<file path="config.mk">
export PLATFORM = sky130hd
export DESIGN_NAME = rgb_frame_reader
export DESIGN_NICKNAME = d
export VERILOG_FILES = /design/src/rtl/rgb_frame_reader_pkg.sv /design/src/rtl/rgb_frame_reader_fifo.sv /design/src/rtl/rgb_frame_reader.sv
export SDC_FILE = /design/constraint.sdc
export NUM_CORES = 1
export LEC_CHECK = 0
export ABC_AREA = 1
export BUFFER_PORTS_ARGS = -buffer_cell sky130_fd_sc_hd__buf_4
export CAP_MARGIN = 25
export CORE_UTILIZATION = 54
export CTS_CLUSTER_SIZE = 12
export DETAILED_ROUTE_END_ITERATION = 10
export PLACE_DENSITY = 0.78
export SLEW_MARGIN = 20
export SYNTH_ARGS = -nofsm -noshare
export SYNTH_HDL_FRONTEND = slang
export SYNTH_HIERARCHICAL = 1
export SYNTH_SLANG_ARGS = --single-unit
</file>
<file path="constraint.sdc">
create_clock -name CLOCK_50_I -period 2 [get_ports CLOCK_50_I]
set_clock_uncertainty 0.2 [all_clocks]
set_input_delay 0.3 -clock CLOCK_50_I [delete_from_list [all_inputs] [get_ports CLOCK_50_I]]
set_output_delay 0.3 -clock CLOCK_50_I [all_outputs]
set_load 0.005 [all_outputs]
</file>
<file path="src/rtl/rgb_frame_reader_pkg.sv">
// ============================================================================
// rgb_frame_reader_pkg : shared state type and frame geometry constants
// Rev 1.0 - initial release
// ============================================================================
`default_nettype none

package rgb_frame_reader_pkg;

  typedef enum logic [1:0] {
    S_IDLE  = 2'd0,
    S_FETCH = 2'd1,
    S_DRAIN = 2'd2
  } rgb_rd_state_type;

  localparam logic [17:0] RGB_BASE    = 18'd146944;
  localparam int          IMG_WIDTH   = 320;
  localparam int          IMG_HEIGHT  = 240;
  localparam int          FIFO_DEPTH  = 4;
  localparam int          TOTAL_WORDS = IMG_WIDTH * IMG_HEIGHT * 3 / 2;

  function automatic logic [17:0] last_word_addr(input logic [17:0] base, input int total);
    return base + 18'(total - 1);
  endfunction

endpackage

`default_nettype wire

</file>
<file path="src/rtl/rgb_frame_reader_fifo.sv">
// ============================================================================
// sync_fifo : single-clock show-ahead FIFO with occupancy count
// Rev 1.0 - initial release
// ============================================================================
`default_nettype none

module sync_fifo
  import rgb_frame_reader_pkg::*;
#(
  parameter int WIDTH = 16,
  parameter int DEPTH = FIFO_DEPTH
) (
  input  logic                     i_clk,
  input  logic                     i_resetn,
  input  logic                     i_push,
  input  logic [WIDTH-1:0]         i_data,
  input  logic                     i_pop,
  output logic [WIDTH-1:0]         o_data,
  output logic [$clog2(DEPTH):0]   o_count,
  output logic                     o_empty,
  output logic                     o_full
);

  localparam int c_AW = $clog2(DEPTH);

  logic [WIDTH-1:0] r_mem [DEPTH];
  logic [c_AW-1:0]  r_wr_ptr;
  logic [c_AW-1:0]  r_rd_ptr;
  logic [c_AW:0]    r_count;
  logic             w_wr;
  logic             w_rd;

  assign w_wr    = i_push && !o_full;
  assign w_rd    = i_pop && !o_empty;
  assign o_data  = r_mem[r_rd_ptr];
  assign o_count = r_count;
  assign o_empty = (r_count == '0);
  assign o_full  = (r_count == (c_AW+1)'(DEPTH));

  always_ff @(posedge i_clk) begin
    if (w_wr) r_mem[r_wr_ptr] <= i_data;
  end

  always_ff @(posedge i_clk or negedge i_resetn) begin
    if (!i_resetn) begin
      r_wr_ptr <= '0;
      r_rd_ptr <= '0;
      r_count  <= '0;
    end else begin
      if (w_wr) r_wr_ptr <= r_wr_ptr + 1'b1;
      if (w_rd) r_rd_ptr <= r_rd_ptr + 1'b1;
      case ({w_wr, w_rd})
        2'b10:   r_count <= r_count + 1'b1;
        2'b01:   r_count <= r_count - 1'b1;
        default: r_count <= r_count;
      endcase
    end
  end

endmodule

`default_nettype wire

</file>
<file path="src/rtl/rgb_frame_reader.sv">
// ============================================================================
// rgb_frame_reader : streams packed RGB words from SRAM as raster pixels
// Rev 1.0 - initial release
// ============================================================================
`default_nettype none

module rgb_frame_reader
  import rgb_frame_reader_pkg::*;
#(
  parameter logic [17:0] BASE_ADDR    = RGB_BASE,
  parameter int          FRAME_WIDTH  = IMG_WIDTH,
  parameter int          FRAME_HEIGHT = IMG_HEIGHT,
  parameter int          DEPTH        = FIFO_DEPTH
) (
  input  logic        CLOCK_50_I,
  input  logic        resetn,
  input  logic        start,
  output logic        busy,
  output logic        done,
  output logic [17:0] SRAM_address,
  output logic        SRAM_we_n,
  input  logic [15:0] SRAM_read_data,
  output logic        pixel_valid,
  input  logic        pixel_ready,
  output logic [7:0]  pixel_R,
  output logic [7:0]  pixel_G,
  output logic [7:0]  pixel_B,
  output logic        pixel_eol,
  output logic        pixel_eof
);

  localparam int          c_WORDS     = FRAME_WIDTH * FRAME_HEIGHT * 3 / 2;
  localparam logic [17:0] c_LAST_ADDR = last_word_addr(BASE_ADDR, c_WORDS);
  localparam int          c_CW        = $clog2(DEPTH) + 1;
  localparam int          c_CRW       = c_CW + 1;
  localparam logic [15:0] c_X_LAST    = 16'(FRAME_WIDTH - 1);
  localparam logic [15:0] c_Y_LAST    = 16'(FRAME_HEIGHT - 1);

  rgb_rd_state_type r_state;
  logic [17:0]      r_addr;
  logic             r_busy;
  logic             r_done;
  logic             r_v1;
  logic             r_v2;
  logic [1:0]       r_phase;
  logic [7:0]       r_r0;
  logic [7:0]       r_g0;
  logic [7:0]       r_r1;
  logic [7:0]       r_pix_r;
  logic [7:0]       r_pix_g;
  logic [7:0]       r_pix_b;
  logic             r_pix_valid;
  logic [15:0]      r_x;
  logic [15:0]      r_y;

  logic [15:0]      w_fifo_data;
  logic [c_CW-1:0]  w_fifo_count;
  logic             w_fifo_empty;
  logic             w_fifo_full;
  logic [c_CRW-1:0] w_credits;
  logic             w_start;
  logic             w_issue;
  logic             w_accept;
  logic             w_pop;
  logic             w_eol;
  logic             w_eof;

  // Words already queued plus words still travelling through the SRAM pipeline
  assign w_credits = c_CRW'(w_fifo_count) + c_CRW'(r_v1) + c_CRW'(r_v2);
  assign w_start   = start && (r_state == S_IDLE);
  assign w_issue   = (r_state == S_FETCH) && (w_credits < c_CRW'(DEPTH));
  assign w_accept  = r_pix_valid && pixel_ready;
  assign w_pop     = !w_fifo_empty && (!r_pix_valid || pixel_ready);
  assign w_eol     = (r_x == c_X_LAST);
  assign w_eof     = w_eol && (r_y == c_Y_LAST);

  sync_fifo #(.WIDTH(16), .DEPTH(DEPTH)) u_fifo (
    .i_clk    (CLOCK_50_I),
    .i_resetn (resetn),
    .i_push   (r_v2),
    .i_data   (SRAM_read_data),
    .i_pop    (w_pop),
    .o_data   (w_fifo_data),
    .o_count  (w_fifo_count),
    .o_empty  (w_fifo_empty),
    .o_full   (w_fifo_full)
  );

  always_ff @(posedge CLOCK_50_I or negedge resetn) begin
    if (!resetn) begin
      r_state <= S_IDLE;
      r_addr  <= BASE_ADDR;
      r_busy  <= 1'b0;
      r_done  <= 1'b0;
      r_v1    <= 1'b0;
      r_v2    <= 1'b0;
    end else begin
      r_done <= 1'b0;
      r_v1   <= w_issue;
      r_v2   <= r_v1;
      case (r_state)
        S_IDLE: if (w_start) begin
          r_addr  <= BASE_ADDR;
          r_busy  <= 1'b1;
          r_state <= S_FETCH;
        end
        S_FETCH: if (w_issue) begin
          r_addr <= r_addr + 18'd1;
          if (r_addr == c_LAST_ADDR) r_state <= S_DRAIN;
        end
        S_DRAIN: if (w_accept && w_eof) begin
          r_done  <= 1'b1;
          r_busy  <= 1'b0;
          r_state <= S_IDLE;
        end
        default: r_state <= S_IDLE;
      endcase
    end
  end

  always_ff @(posedge CLOCK_50_I or negedge resetn) begin
    if (!resetn) begin
      r_phase     <= 2'd0;
      r_r0        <= 8'd0;
      r_g0        <= 8'd0;
      r_r1        <= 8'd0;
      r_pix_r     <= 8'd0;
      r_pix_g     <= 8'd0;
      r_pix_b     <= 8'd0;
      r_pix_valid <= 1'b0;
      r_x         <= 16'd0;
      r_y         <= 16'd0;
    end else if (w_start) begin
      r_phase <= 2'd0;
      r_x     <= 16'd0;
      r_y     <= 16'd0;
    end else begin
      if (w_accept) begin
        if (w_eol) begin
          r_x <= 16'd0;
          r_y <= w_eof ? 16'd0 : r_y + 16'd1;
        end else begin
          r_x <= r_x + 16'd1;
        end
      end
      if (w_pop && (r_phase != 2'd0)) r_pix_valid <= 1'b1;
      else if (w_accept)              r_pix_valid <= 1'b0;
      // Three words carry two pixels: {R0,G0} {B0,R1} {G1,B1}
      if (w_pop) begin
        case (r_phase)
          2'd0: begin
            r_r0    <= w_fifo_data[15:8];
            r_g0    <= w_fifo_data[7:0];
            r_phase <= 2'd1;
          end
          2'd1: begin
            r_pix_r <= r_r0;
            r_pix_g <= r_g0;
            r_pix_b <= w_fifo_data[15:8];
            r_r1    <= w_fifo_data[7:0];
            r_phase <= 2'd2;
          end
          default: begin
            r_pix_r <= r_r1;
            r_pix_g <= w_fifo_data[15:8];
            r_pix_b <= w_fifo_data[7:0];
            r_phase <= 2'd0;
          end
        endcase
      end
    end
  end

  a_no_overflow: assert property (@(posedge CLOCK_50_I) disable iff (!resetn)
                                  !(r_v2 && w_fifo_full));

  assign busy         = r_busy;
  assign done         = r_done;
  assign SRAM_address = r_addr;
  assign SRAM_we_n    = 1'b1;
  assign pixel_valid  = r_pix_valid;
  assign pixel_R      = r_pix_r;
  assign pixel_G      = r_pix_g;
  assign pixel_B      = r_pix_b;
  assign pixel_eol    = r_pix_valid && w_eol;
  assign pixel_eof    = r_pix_valid && w_eof;

endmodule

`default_nettype wire

</file>
==> After elaboration in Yosys (flattened, before gate mapping) <==
Memories as Yosys holds them, arrays and structs flattened.
Index checks and enable logic that the tools add are counted.
{ "classes": {"mux": 31, "n_shift": 0, "multipliers": 0, "n_div": 0, "order_cmp": 1, "n_reduce_logical": 34, "n_bitwise": 2, "n_eq_ne": 13, "n_addsub": 9} }
{ "op_table": {"columns": ["operator", "count"], "rows": [
  ["$mux 16", 7],
  ["$pmux 8 s2", 3],
  ["$mux 18", 2],
  ["$pmux 18 s2", 1],
  ["$add 16x1->16 const B", 2],
  ["$add 18x1->18 const B", 1],
  ["$eq 18x18->1 const B", 1],
  ["$eq 16x8->1 const B", 1],
  ["$eq 16x9->1 const B", 1],
  ["$reduce_bool 2->1", 8],
  ["$reduce_and 3->1", 5],
  ["$mux 2", 6],
  ["$logic_and 1x1->1", 11],
  ["$mux 1", 8],
  ["$eq 2x1->1 const B", 3],
  ["$ne 2x2->1 const B", 3],
  ["$pmux 2 s3", 1],
  ["$pmux 3 s2", 1],
  ["$add 2x1->2 const B", 2],
  ["$add 3x1->4", 1],
  ["$add 4x1->4", 1],
  ["$eq 2x2->1 const B", 2],
  ["$logic_not 2->1", 2],
  ["$lt 4x3->1 const B", 1],
  ["other kinds (12)", 16]
]} }
{ "word_totals": {"memories": 1, "wordCells": 110, "ramBits": 64, "latchBits": 0, "mem_bits_ro": 0, "reg_bits": 114, "output_inout_bits": 48} }
{ "memory_table": {"columns": ["memory", "depth", "width", "rd", "rd_clocked_by_memory_dff", "wr", "line_no", "text"], "rows": [
  ["u_fifo.r_mem", 4, 16, 1, 0, 1, "rgb_frame_reader_fifo.sv:26", "logic [WIDTH-1:0] r_mem [DEPTH];"]
]} }

==> Logic depth before layout (Yosys ltp) <==
Gate-level depths: netlist (run 1).
{ "logic_depth": {"ltp_word": 6, "depth_mapped": 14, "mapped_depth_nobuf": 14} }

==> By module <==
Netlist (run 1), hierarchy kept.
{ "modules_own_cells": {"columns": ["mod", "seq_area_each_um2", "instances", "area_per_inst_um2", "cells_per_inst"], "rows": [
  ["rgb_frame_reader", 2685.1, 1, 5698.0, 766],
  ["sync_fifo", 2097.0, 1, 3022.9, 248]
]} }

==> Least setup slack after synthesis (run 1) <==
Ideal clock, no wire load.
{ "synth_path": {"path_type": "register to register", "startpoint": "register u_fifo.r_count[1], in the netlist u_fifo/o_count[1]", "endpoint": "register u_fifo.r_count[2], in the netlist u_fifo/o_count[2]", "t_arrival_ns": 1.781, "n_path_buf": 0, "setup_time_ns": 0.117, "stages_incl_launch_ff": 14, "setup_slack_ns": -0.098, "cell_sequence": "dfrtp_1 -> inv_1 -> nand3_1 -> inv_1 -> a21oi_4 -> nand2_1 -> inv_1 -> ha_1 -> inv_1 -> fa_1 -> nand2_1 -> nand3_1 -> nand2_1 -> nand2_1"} }
{ "synth_via": {"elab_chain_len": 6} }
{ "synth_lines": {"columns": ["item", "line_no", "text"], "rows": [
  ["start: declaration", "rgb_frame_reader_fifo.sv:29", "logic [c_AW:0] r_count;"],
  ["start signal: assignment", "rgb_frame_reader_fifo.sv:53", "2'b10: r_count <= r_count + 1'b1;"],
  ["start signal: assignment", "rgb_frame_reader_fifo.sv:54", "2'b01: r_count <= r_count - 1'b1;"],
  ["start signal: assignment", "rgb_frame_reader_fifo.sv:55", "default: r_count <= r_count;"],
  ["$logic_not 3->1 (*)", "rgb_frame_reader_fifo.sv:37", "assign o_empty = (r_count == '0);"],
  ["net w_fifo_empty", "rgb_frame_reader.sv:58", "logic w_fifo_empty;"],
  ["$logic_not 1->1 (*)", "rgb_frame_reader.sv:73", "assign w_pop = !w_fifo_empty && (!r_pix_valid || pixel_ready);"],
  ["$logic_and 1x1->1 (*)", "rgb_frame_reader.sv:73", null],
  ["net w_pop", "rgb_frame_reader.sv:64", "logic w_pop;"],
  ["$logic_and 1x1->1 (*)", "rgb_frame_reader_fifo.sv:34", "assign w_rd = i_pop && !o_empty;"],
  ["net u_fifo.w_rd", "rgb_frame_reader_fifo.sv:31", "logic w_rd;"],
  ["$eq 2x1->1 / $eq 2x2->1 (equally long branches)", "rgb_frame_reader_fifo.sv:52", "case ({w_wr, w_rd})"],
  ["$pmux 3 s2 / $reduce_bool 2->1 (equally long branches)", null, null]
]} }
Mark *: on every way through the listed nets, which the timed path passes. The rest lies on a longest branch.
A chain may end at the register's enable or synchronous reset.

==> Worst setup path after layout (run 1) <==
{ "layout_path": {"startpoint": "register r_x[1]", "endpoint": "output port pixel_eof"} }
{ "layout_via": {"elab_chain_len": 3} }
{ "layout_lines": {"columns": ["item", "line_no", "text"], "rows": [
  ["start: declaration", "rgb_frame_reader.sv:53", "logic [15:0] r_x;"],
  ["start signal: assignment", "rgb_frame_reader.sv:143", "r_x <= r_x + 16'd1;"],
  ["$eq 16x9->1", "rgb_frame_reader.sv:74", "assign w_eol = (r_x == c_X_LAST);"],
  ["$logic_and 1x1->1", "rgb_frame_reader.sv:75", "assign w_eof = w_eol && (r_y == c_Y_LAST);"],
  ["$logic_and 1x1->1", "rgb_frame_reader.sv:186", "assign pixel_eof = r_pix_valid && w_eof;"],
  ["end: declaration", "rgb_frame_reader.sv:29", "output logic pixel_eof"]
]} }
No other way between the ends.

==> results of run 1 <==
[sequential cells by signal, indices dropped and copies added (netlist names)]
signal           count
r_v2                 1
r_phase              2
r_x                 16
pixel_G              8
u_fifo/r_mem        64
done                 1
u_fifo/r_rd_ptr      2
SRAM_address        18
r_r0                 8
u_fifo/o_count       3
r_r1                 8
r_state              2
busy                 1
u_fifo/r_wr_ptr      2
r_y                 16
pixel_valid          1
pixel_B              8
r_g0                 8
r_v1                 1
pixel_R              8
[stage by stage]
step / util [%] / worst slack, ps / hold WS [ps] / instance area [um^2] / total power [mW]
final: 68.1 / -130 / 70.9 / 10800 / 15.0
after detailed placement: 60.3 / 19.4 / 57.1 / 9540 / 11.0
after CTS: 66.7 / -91.2 / 61.6 / 10600 / 14.5
after global routing: 68.1 / -230 / 71.4 / 10800 / 15.9
after global placement: 60.3 / 72.5 / 54.4 / 9540 / 10.7
after floorplan: - / 2.98 / -196 / 8720 / 9.09
[worst reg2reg max path, cell delays in order (launching register included)]
cell and delay, ps:
dfrtp_1 400, inv_2 80, nand3_4 90, inv_2 50, a21oi_4 110, nand2_2 80, inv_2 60, ha_4 140
inv_4 40, fa_2 400, nand2_2 110, nand3_2 70, nand2_1 70, nand2_1 40
[layout by cell type, fill, tap and decap left out, types with 23 or more instances in the layout]
master and n:
nand2_1 294, buf_4 125, inv_1 112, dfrtp_1 106, nor2_1 103, edfxtp_1 64, nand3_1 58, o21ai_0 33
o211ai_1 30, a31oi_1 25, o21ai_1 23
[area by class of cell]
cell class / instances / share of cell area [%]
repair buffers: 148 / 11.4
clock inverters: 15 / 1.67
clock buffers: 17 / 3.95
flip-flops and latches: 178 / 44.4
well taps: 216 / 2.51
inverters: 125 / 4.41
multi-input cells: 677 / 31.6
[repair_timing]
item,CTS,global route
cloned,0,2
pin swaps,11,15
endpoints found under the hold margin,151,0
resized for setup,20,24
hold buffers,17,0
setup endpoints to repair,2,32
buffers inserted,24,11
[worst min-delay path by stage]
stage          cells after the start         endpoint  slack, ps        start
2_1_floorplan                      0  SRAM_address[0]       -200       resetn
3_3_place_gp                       1       pixel_R[3]         50       resetn
3_5_place_dp                       1       pixel_R[3]         60       resetn
4_1_cts                            4      pixel_valid         60  pixel_ready
5_1_grt                            4      pixel_valid         70  pixel_ready
6_report                           4      pixel_valid         70  pixel_ready
[power by group through the flow]
stage	registers (mW)	clock network (mW)	logic, mW
floorplan	5.51	0	3.58
global placement	5.58	0	5.14
detailed placement	5.61	0	5.34
CTS	5.54	3.43	5.56
global route	5.67	3.56	6.68
finish	5.57	3.38	6.02
[metal layers]
layer / up-vias / part of all wire [%]
met2: 221 / 50
li1: 3575 / -
met4: 0 / 1.4
met3: 24 / 4.7
met5: - / 0
met1: 3543 / 44
==> run_summary.xml, run 1 <==
<?xml version="1.0" encoding="UTF-8"?>
<metrics>
  <group name="grt">
    <metric name="number_of_antenna_violations_at_the_first_check_in_global_routing" unit="">0</metric>
    <metric name="first_global_vias" unit="">6721</metric>
    <metric name="use_met3" unit="%">4.54</metric>
    <metric name="globalRoute.totalOverflow" unit="">0</metric>
    <metric name="met1_resource_use_gr" unit="%">32.2</metric>
    <metric name="grt_pass1_wl" unit="um">31700</metric>
    <metric name="largest_net_degree_at_the_start_of_global_routing" unit="">49</metric>
    <metric name="grtUsageTotal" unit="%">24.4</metric>
    <metric name="use_met2" unit="%">41.2</metric>
    <metric name="globalRoute.busiestLayer" unit="">met2</metric>
  </group>
  <group name="route">
    <metric name="route.detailed.vias_per_inst" unit="">5.35</metric>
    <metric name="firstDrtPassIters" unit="">5</metric>
    <metric name="postRouteAntennaNets" unit="">0</metric>
    <metric name="detail_route.drc_violations" unit="">0</metric>
    <metric name="detailroute.via_count" unit="">7363</metric>
    <metric name="wire_per_inst" unit="um">14.9</metric>
    <metric name="wirelength" unit="um">20500</metric>
    <metric name="detail_route.iter0.violations" unit="">603</metric>
  </group>
  <group name="worst_setup_path">
    <metric name="worstReg2RegEnd" unit="">u_fifo/o_count[2]</metric>
    <metric name="setup.worst_path.class" unit="">flop to output port</metric>
    <metric name="cp-endpoint" unit="">pixel_eof</metric>
    <metric name="critPathRequiredTime" unit="ps">1500</metric>
    <metric name="critical_path_buf_inv_count" unit="">1</metric>
    <metric name="rrSetupSlack" unit="ps">-40</metric>
    <metric name="r2r-start" unit="">u_fifo/o_count[0]</metric>
    <metric name="worst_path_max_fanout" unit="">3</metric>
    <metric name="critical_path.endpoint_type" unit="">output port</metric>
    <metric name="critical_path.top_delay_family" unit="">simple AND/OR/NAND/NOR gates</metric>
    <metric name="worst_ep_arrival_time" unit="ps">1630</metric>
    <metric name="startpoint" unit="">r_x[1]</metric>
    <metric name="start_kind" unit="">flop</metric>
    <metric name="maximum_cell_stage_delay_along_the_critical_path" unit="ps">410</metric>
    <metric name="crit_path_cell_trace" unit="">ha_4 &gt; nand3_4 &gt; nor2_4 &gt; nand3_2 &gt; nor3_2 &gt; buf_4</metric>
    <metric name="cp_num_cells" unit="">6</metric>
    <metric name="critical-path-slowest-cell" unit="">dfrtp_1</metric>
    <metric name="worst-r2r-cell-count" unit="">13</metric>
  </group>
  <group name="floorplanning">
    <metric name="io_pins" unit="">68</metric>
    <metric name="die_area" unit="um^2">16700</metric>
    <metric name="dieWidth" unit="um">129</metric>
    <metric name="row_count" unit="">46</metric>
    <metric name="core_region_area" unit="um^2">15800</metric>
    <metric name="die_height" unit="um">129</metric>
    <metric name="start_util" unit="%">55.1</metric>
  </group>
  <group name="timing">
    <metric name="min_period" unit="ps">2130</metric>
    <metric name="timing.slew.headroom" unit="%">45.3</metric>
    <metric name="finalMaxSlewViolations" unit="">0</metric>
    <metric name="maximum_frequency_from_static_timing_analysis" unit="MHz">469</metric>
    <metric name="fin_setup_tns" unit="ps">-219</metric>
    <metric name="grt_setup_unrepaired" unit="">true</metric>
    <metric name="fin_crit_sh" unit="%">107</metric>
    <metric name="finalSetupViolCount" unit="">3</metric>
    <metric name="worst_slew_pin_slew" unit="ps">819</metric>
    <metric name="final_critical_path_setup_slack" unit="ps">-130</metric>
    <metric name="hold_viol_final" unit="">0</metric>
  </group>
  <group name="cts">
    <metric name="ctsLongestPathBuffers" unit="">2</metric>
    <metric name="cts_root_buf" unit="">clkbuf_16</metric>
    <metric name="htreeDepth" unit="">4</metric>
    <metric name="cts_tree" unit="">built</metric>
    <metric name="cts.sinks" unit="">178</metric>
    <metric name="cts-buffers-inserted" unit="">17</metric>
    <metric name="clkLatencyLatePin" unit="ps">430</metric>
    <metric name="cts.reportedPaths.clkPinSlew" unit="ps">70</metric>
  </group>
  <group name="run_status">
    <metric name="failed_checks" unit="">setup timing</metric>
    <metric name="run_status" unit="">complete, but fails checks</metric>
  </group>
  <group name="power_and_ir_drop">
    <metric name="total_switching_power" unit="mW">5.86</metric>
    <metric name="leakage" unit="nW">4.97</metric>
    <metric name="irDropWorstVdd" unit="uV">756</metric>
    <metric name="pwr-share-comb" unit="%">40.2</metric>
    <metric name="power.share.switching" unit="%">39.2</metric>
    <metric name="power.sequential.fraction" unit="%">37.2</metric>
    <metric name="p_per_area" unit="nW/um^2">1390</metric>
    <metric name="intPower" unit="mW">9.10</metric>
    <metric name="clockPowerShare" unit="%">22.6</metric>
  </group>
  <group name="place">
    <metric name="dp.cells" unit="">1291</metric>
    <metric name="dp_hpwl" unit="um">12700</metric>
    <metric name="placement.io_buffers" unit="">66</metric>
    <metric name="routabilityCongestion" unit="">0.871</metric>
  </group>
  <group name="synth">
    <metric name="synth_nets" unit="">1043</metric>
    <metric name="syn_avg_cell_area" unit="um^2">8.61</metric>
    <metric name="synth_cells" unit="">1013</metric>
    <metric name="mappedNetlistArea" unit="um^2">8720</metric>
    <metric name="ys.warnings.count" unit="">6</metric>
  </group>
  <group name="layout">
    <metric name="flow.area_growth_from_synthesis" unit="%">23.6</metric>
    <metric name="final_cells" unit="">1376</metric>
    <metric name="drive_above_1_share" unit="%">20.1</metric>
    <metric name="fillCellCount" unit="">1187</metric>
    <metric name="multi_input_comb_area" unit="um^2">3410</metric>
    <metric name="ff_latch_area" unit="um^2">4780</metric>
    <metric name="insertedDiodeCount" unit="">0</metric>
    <metric name="nNetsFinal" unit="">1177</metric>
  </group>
  <group name="hold_path">
    <metric name="holdCritPathClass" unit="">input pin to flop</metric>
  </group>
  <group name="job">
    <metric name="timing.max_cap.violations" unit="">0</metric>
  </group>
</metrics>
Power figures use the tool's default switching activity.
==> run 2: changes to the inputs <==
REMOVE_ABC_BUFFERS = 1   (was default)
==> run_summary.xml, run 2 (synthesis results as in run 1) <==
<?xml version="1.0" encoding="UTF-8"?>
<metrics>
  <group name="run_status">
    <metric name="run_status" unit="">complete, but fails checks</metric>
    <metric name="failed_checks" unit="">setup timing</metric>
  </group>
  <group name="timing">
    <metric name="final_critical_path_setup_slack" unit="ps">-95.6</metric>
    <metric name="min_period" unit="ps">2100</metric>
    <metric name="finalMaxSlewViolations" unit="">0</metric>
    <metric name="grt_setup_unrepaired" unit="">true</metric>
    <metric name="timing.slew.headroom" unit="%">50.4</metric>
    <metric name="finalSetupViolCount" unit="">2</metric>
    <metric name="maximum_frequency_from_static_timing_analysis" unit="MHz">477</metric>
    <metric name="hold_viol_final" unit="">0</metric>
    <metric name="fin_crit_sh" unit="%">105</metric>
    <metric name="worst_slew_pin_slew" unit="ps">743</metric>
  </group>
  <group name="layout">
    <metric name="multi_input_comb_area" unit="um^2">3390</metric>
    <metric name="largest_register" unit="">u_fifo/r_mem</metric>
    <metric name="nNetsFinal" unit="">1172</metric>
    <metric name="ff_latch_area" unit="um^2">4790</metric>
    <metric name="final_common_cell" unit="">nand2_1</metric>
    <metric name="drive_above_1_share" unit="%">19.4</metric>
    <metric name="largest_register_ff_count" unit="">64</metric>
    <metric name="mostFrequentLayoutCells" unit="">nand2_1, buf_4, inv_1</metric>
    <metric name="flow.area_growth_from_synthesis" unit="%">22.8</metric>
    <metric name="finished_cell_area" unit="um^2">10700</metric>
    <metric name="final_cells" unit="">1371</metric>
    <metric name="insertedDiodeCount" unit="">0</metric>
    <metric name="fillCellCount" unit="">1214</metric>
  </group>
  <group name="floorplanning">
    <metric name="dieWidth" unit="um">129</metric>
    <metric name="die_area" unit="um^2">16700</metric>
    <metric name="start_util" unit="%">55.1</metric>
    <metric name="io_pins" unit="">68</metric>
    <metric name="row_count" unit="">46</metric>
    <metric name="core_region_area" unit="um^2">15800</metric>
    <metric name="die_height" unit="um">129</metric>
  </group>
  <group name="place">
    <metric name="placement.io_buffers" unit="">66</metric>
    <metric name="place_area" unit="um^2">9600</metric>
    <metric name="routabilityCongestion" unit="">0.887</metric>
    <metric name="dp_hpwl" unit="um">12400</metric>
    <metric name="dp.cells" unit="">1295</metric>
  </group>
  <group name="cts">
    <metric name="ctsLongestPathBuffers" unit="">2</metric>
    <metric name="cts-buffers-inserted" unit="">17</metric>
    <metric name="clkLatencyLatePin" unit="ps">430</metric>
    <metric name="cts.sinks" unit="">178</metric>
    <metric name="htreeDepth" unit="">4</metric>
    <metric name="cts.reportedPaths.clkPinSlew" unit="ps">70</metric>
    <metric name="cts_tree" unit="">built</metric>
    <metric name="cts_root_buf" unit="">clkbuf_16</metric>
  </group>
  <group name="grt">
    <metric name="first_global_vias" unit="">6693</metric>
    <metric name="number_of_antenna_violations_at_the_first_check_in_global_routing" unit="">0</metric>
    <metric name="largest_net_degree_at_the_start_of_global_routing" unit="">54</metric>
    <metric name="grt_pass1_wl" unit="um">32000</metric>
    <metric name="grtUsageTotal" unit="%">24.8</metric>
    <metric name="globalRoute.totalOverflow" unit="">0</metric>
  </group>
  <group name="job">
    <metric name="timing.max_cap.violations" unit="">0</metric>
  </group>
  <group name="power_and_ir_drop">
    <metric name="irDropWorstVdd" unit="uV">1240</metric>
    <metric name="p_per_area" unit="nW/um^2">1370</metric>
    <metric name="leakage" unit="nW">4.94</metric>
  </group>
  <group name="worst_setup_path">
    <metric name="critical_path.top_delay_family" unit="">simple AND/OR/NAND/NOR gates</metric>
    <metric name="critical_path.endpoint_type" unit="">output port</metric>
    <metric name="critical_path_buf_inv_count" unit="">1</metric>
    <metric name="critPathRequiredTime" unit="ps">1500</metric>
    <metric name="crit_path_cell_trace" unit="">nor2_2 &gt; nand2_1 &gt; nor2_4 &gt; nand3_4 &gt; nor3_2 &gt; buf_4</metric>
    <metric name="setup.worst_path.class" unit="">flop to output port</metric>
    <metric name="critical-path-slowest-cell" unit="">dfrtp_1</metric>
    <metric name="worst_path_max_fanout" unit="">3</metric>
    <metric name="maximum_cell_stage_delay_along_the_critical_path" unit="ps">390</metric>
    <metric name="worst_ep_arrival_time" unit="ps">1600</metric>
    <metric name="start_kind" unit="">flop</metric>
  </group>
  <group name="hold_path">
    <metric name="holdCritPathClass" unit="">input pin to flop</metric>
  </group>
  <group name="route">
    <metric name="wire_per_inst" unit="um">14.3</metric>
    <metric name="firstDrtPassIters" unit="">5</metric>
    <metric name="postRouteAntennaNets" unit="">0</metric>
    <metric name="route.detailed.vias_per_inst" unit="">5.25</metric>
    <metric name="detail_route.drc_violations" unit="">0</metric>
    <metric name="wirelength" unit="um">19600</metric>
    <metric name="detailroute.via_count" unit="">7201</metric>
    <metric name="detail_route.iter0.violations" unit="">517</metric>
  </group>
</metrics>
run 2: changes by cell type in the layout (fill, tap and decap cells not counted), sizes merged:
| cell | delta |
|---|---|
| buf | -3 |
| inv | +1 |
| clkinv | -3 |
| nand2 | -1 |
| clkinvlp | +1 |
run 2: final cells by class:
cell class / count / share of cell area, %
clock buffers: 18 / 4.01
clock inverters: 14 / 1.31
inverters: 125 / 4.38
multi-input cells: 676 / 31.7
flip-flops and latches: 178 / 44.7
well taps: 216 / 2.52
repair buffers: 144 / 11.4
run 2: worst paths after layout:
kind / from / end / slack, ps / cells after the start
min reg2reg: r_v1 / r_v2 / 180 / 0
min: start / busy / 100 / 3
max: r_x[15] / pixel_eof / -100 / 6
max in group asynchronous: resetn / r_x[6] / 780 / 3
min in group asynchronous: resetn / r_r0[2] / 200 / 2
max reg2reg: u_fifo/o_count[1] / u_fifo/o_count[2] / 30 / 13
run 2: repair_timing:
item,CTS,global route
hold endpoints to repair,93,0
resized for setup,24,24
pin swaps,9,9
setup endpoints to repair,4,15
gates cloned,0,0
buffers inserted,20,7
hold buffers,17,0
run 2: layer usage:
| metal | vias up | part of all wire, % | GRT usage [%] |
|---|---|---|---|
| li1 | 3572 | - | - |
| met1 | 3437 | 45 | 33.5 |
| met2 | 176 | 50 | 39.4 |
| met3 | 16 | 4.5 | 5.04 |
| met4 | 0 | 1.0 | 10.2 |
| met5 | - | 0 | 0 |
run 2: worst min-delay path, cell delays in order:
cell	delay (ps)
buf_4	120
nand3_4	200
nand2_1	70
run 2: where the power goes:
part / leakage (nW) / internal (mW) / switching, mW
Combinational: 2.67 / 2.39 / 3.56
Sequential: 2.00 / 4.92 / 0.614
Clock: 0.271 / 1.75 / 1.46
run 2: per-stage QoR:
stage          hold WS, ps  util (%)  total power [mW]  TNS (ps)  worst slack [ps]
3_3_place_gp           129      60.6              10.8         0              32.1
2_1_floorplan         -196         -              8.71     -9640              -380
6_report              97.7      67.6              14.7      -123             -95.6
4_1_cts               79.9      66.7              14.5      -243              -203
3_5_place_dp           125      60.6              11.0     -17.2             -17.2
5_1_grt               97.0      67.6              15.8      -452              -219
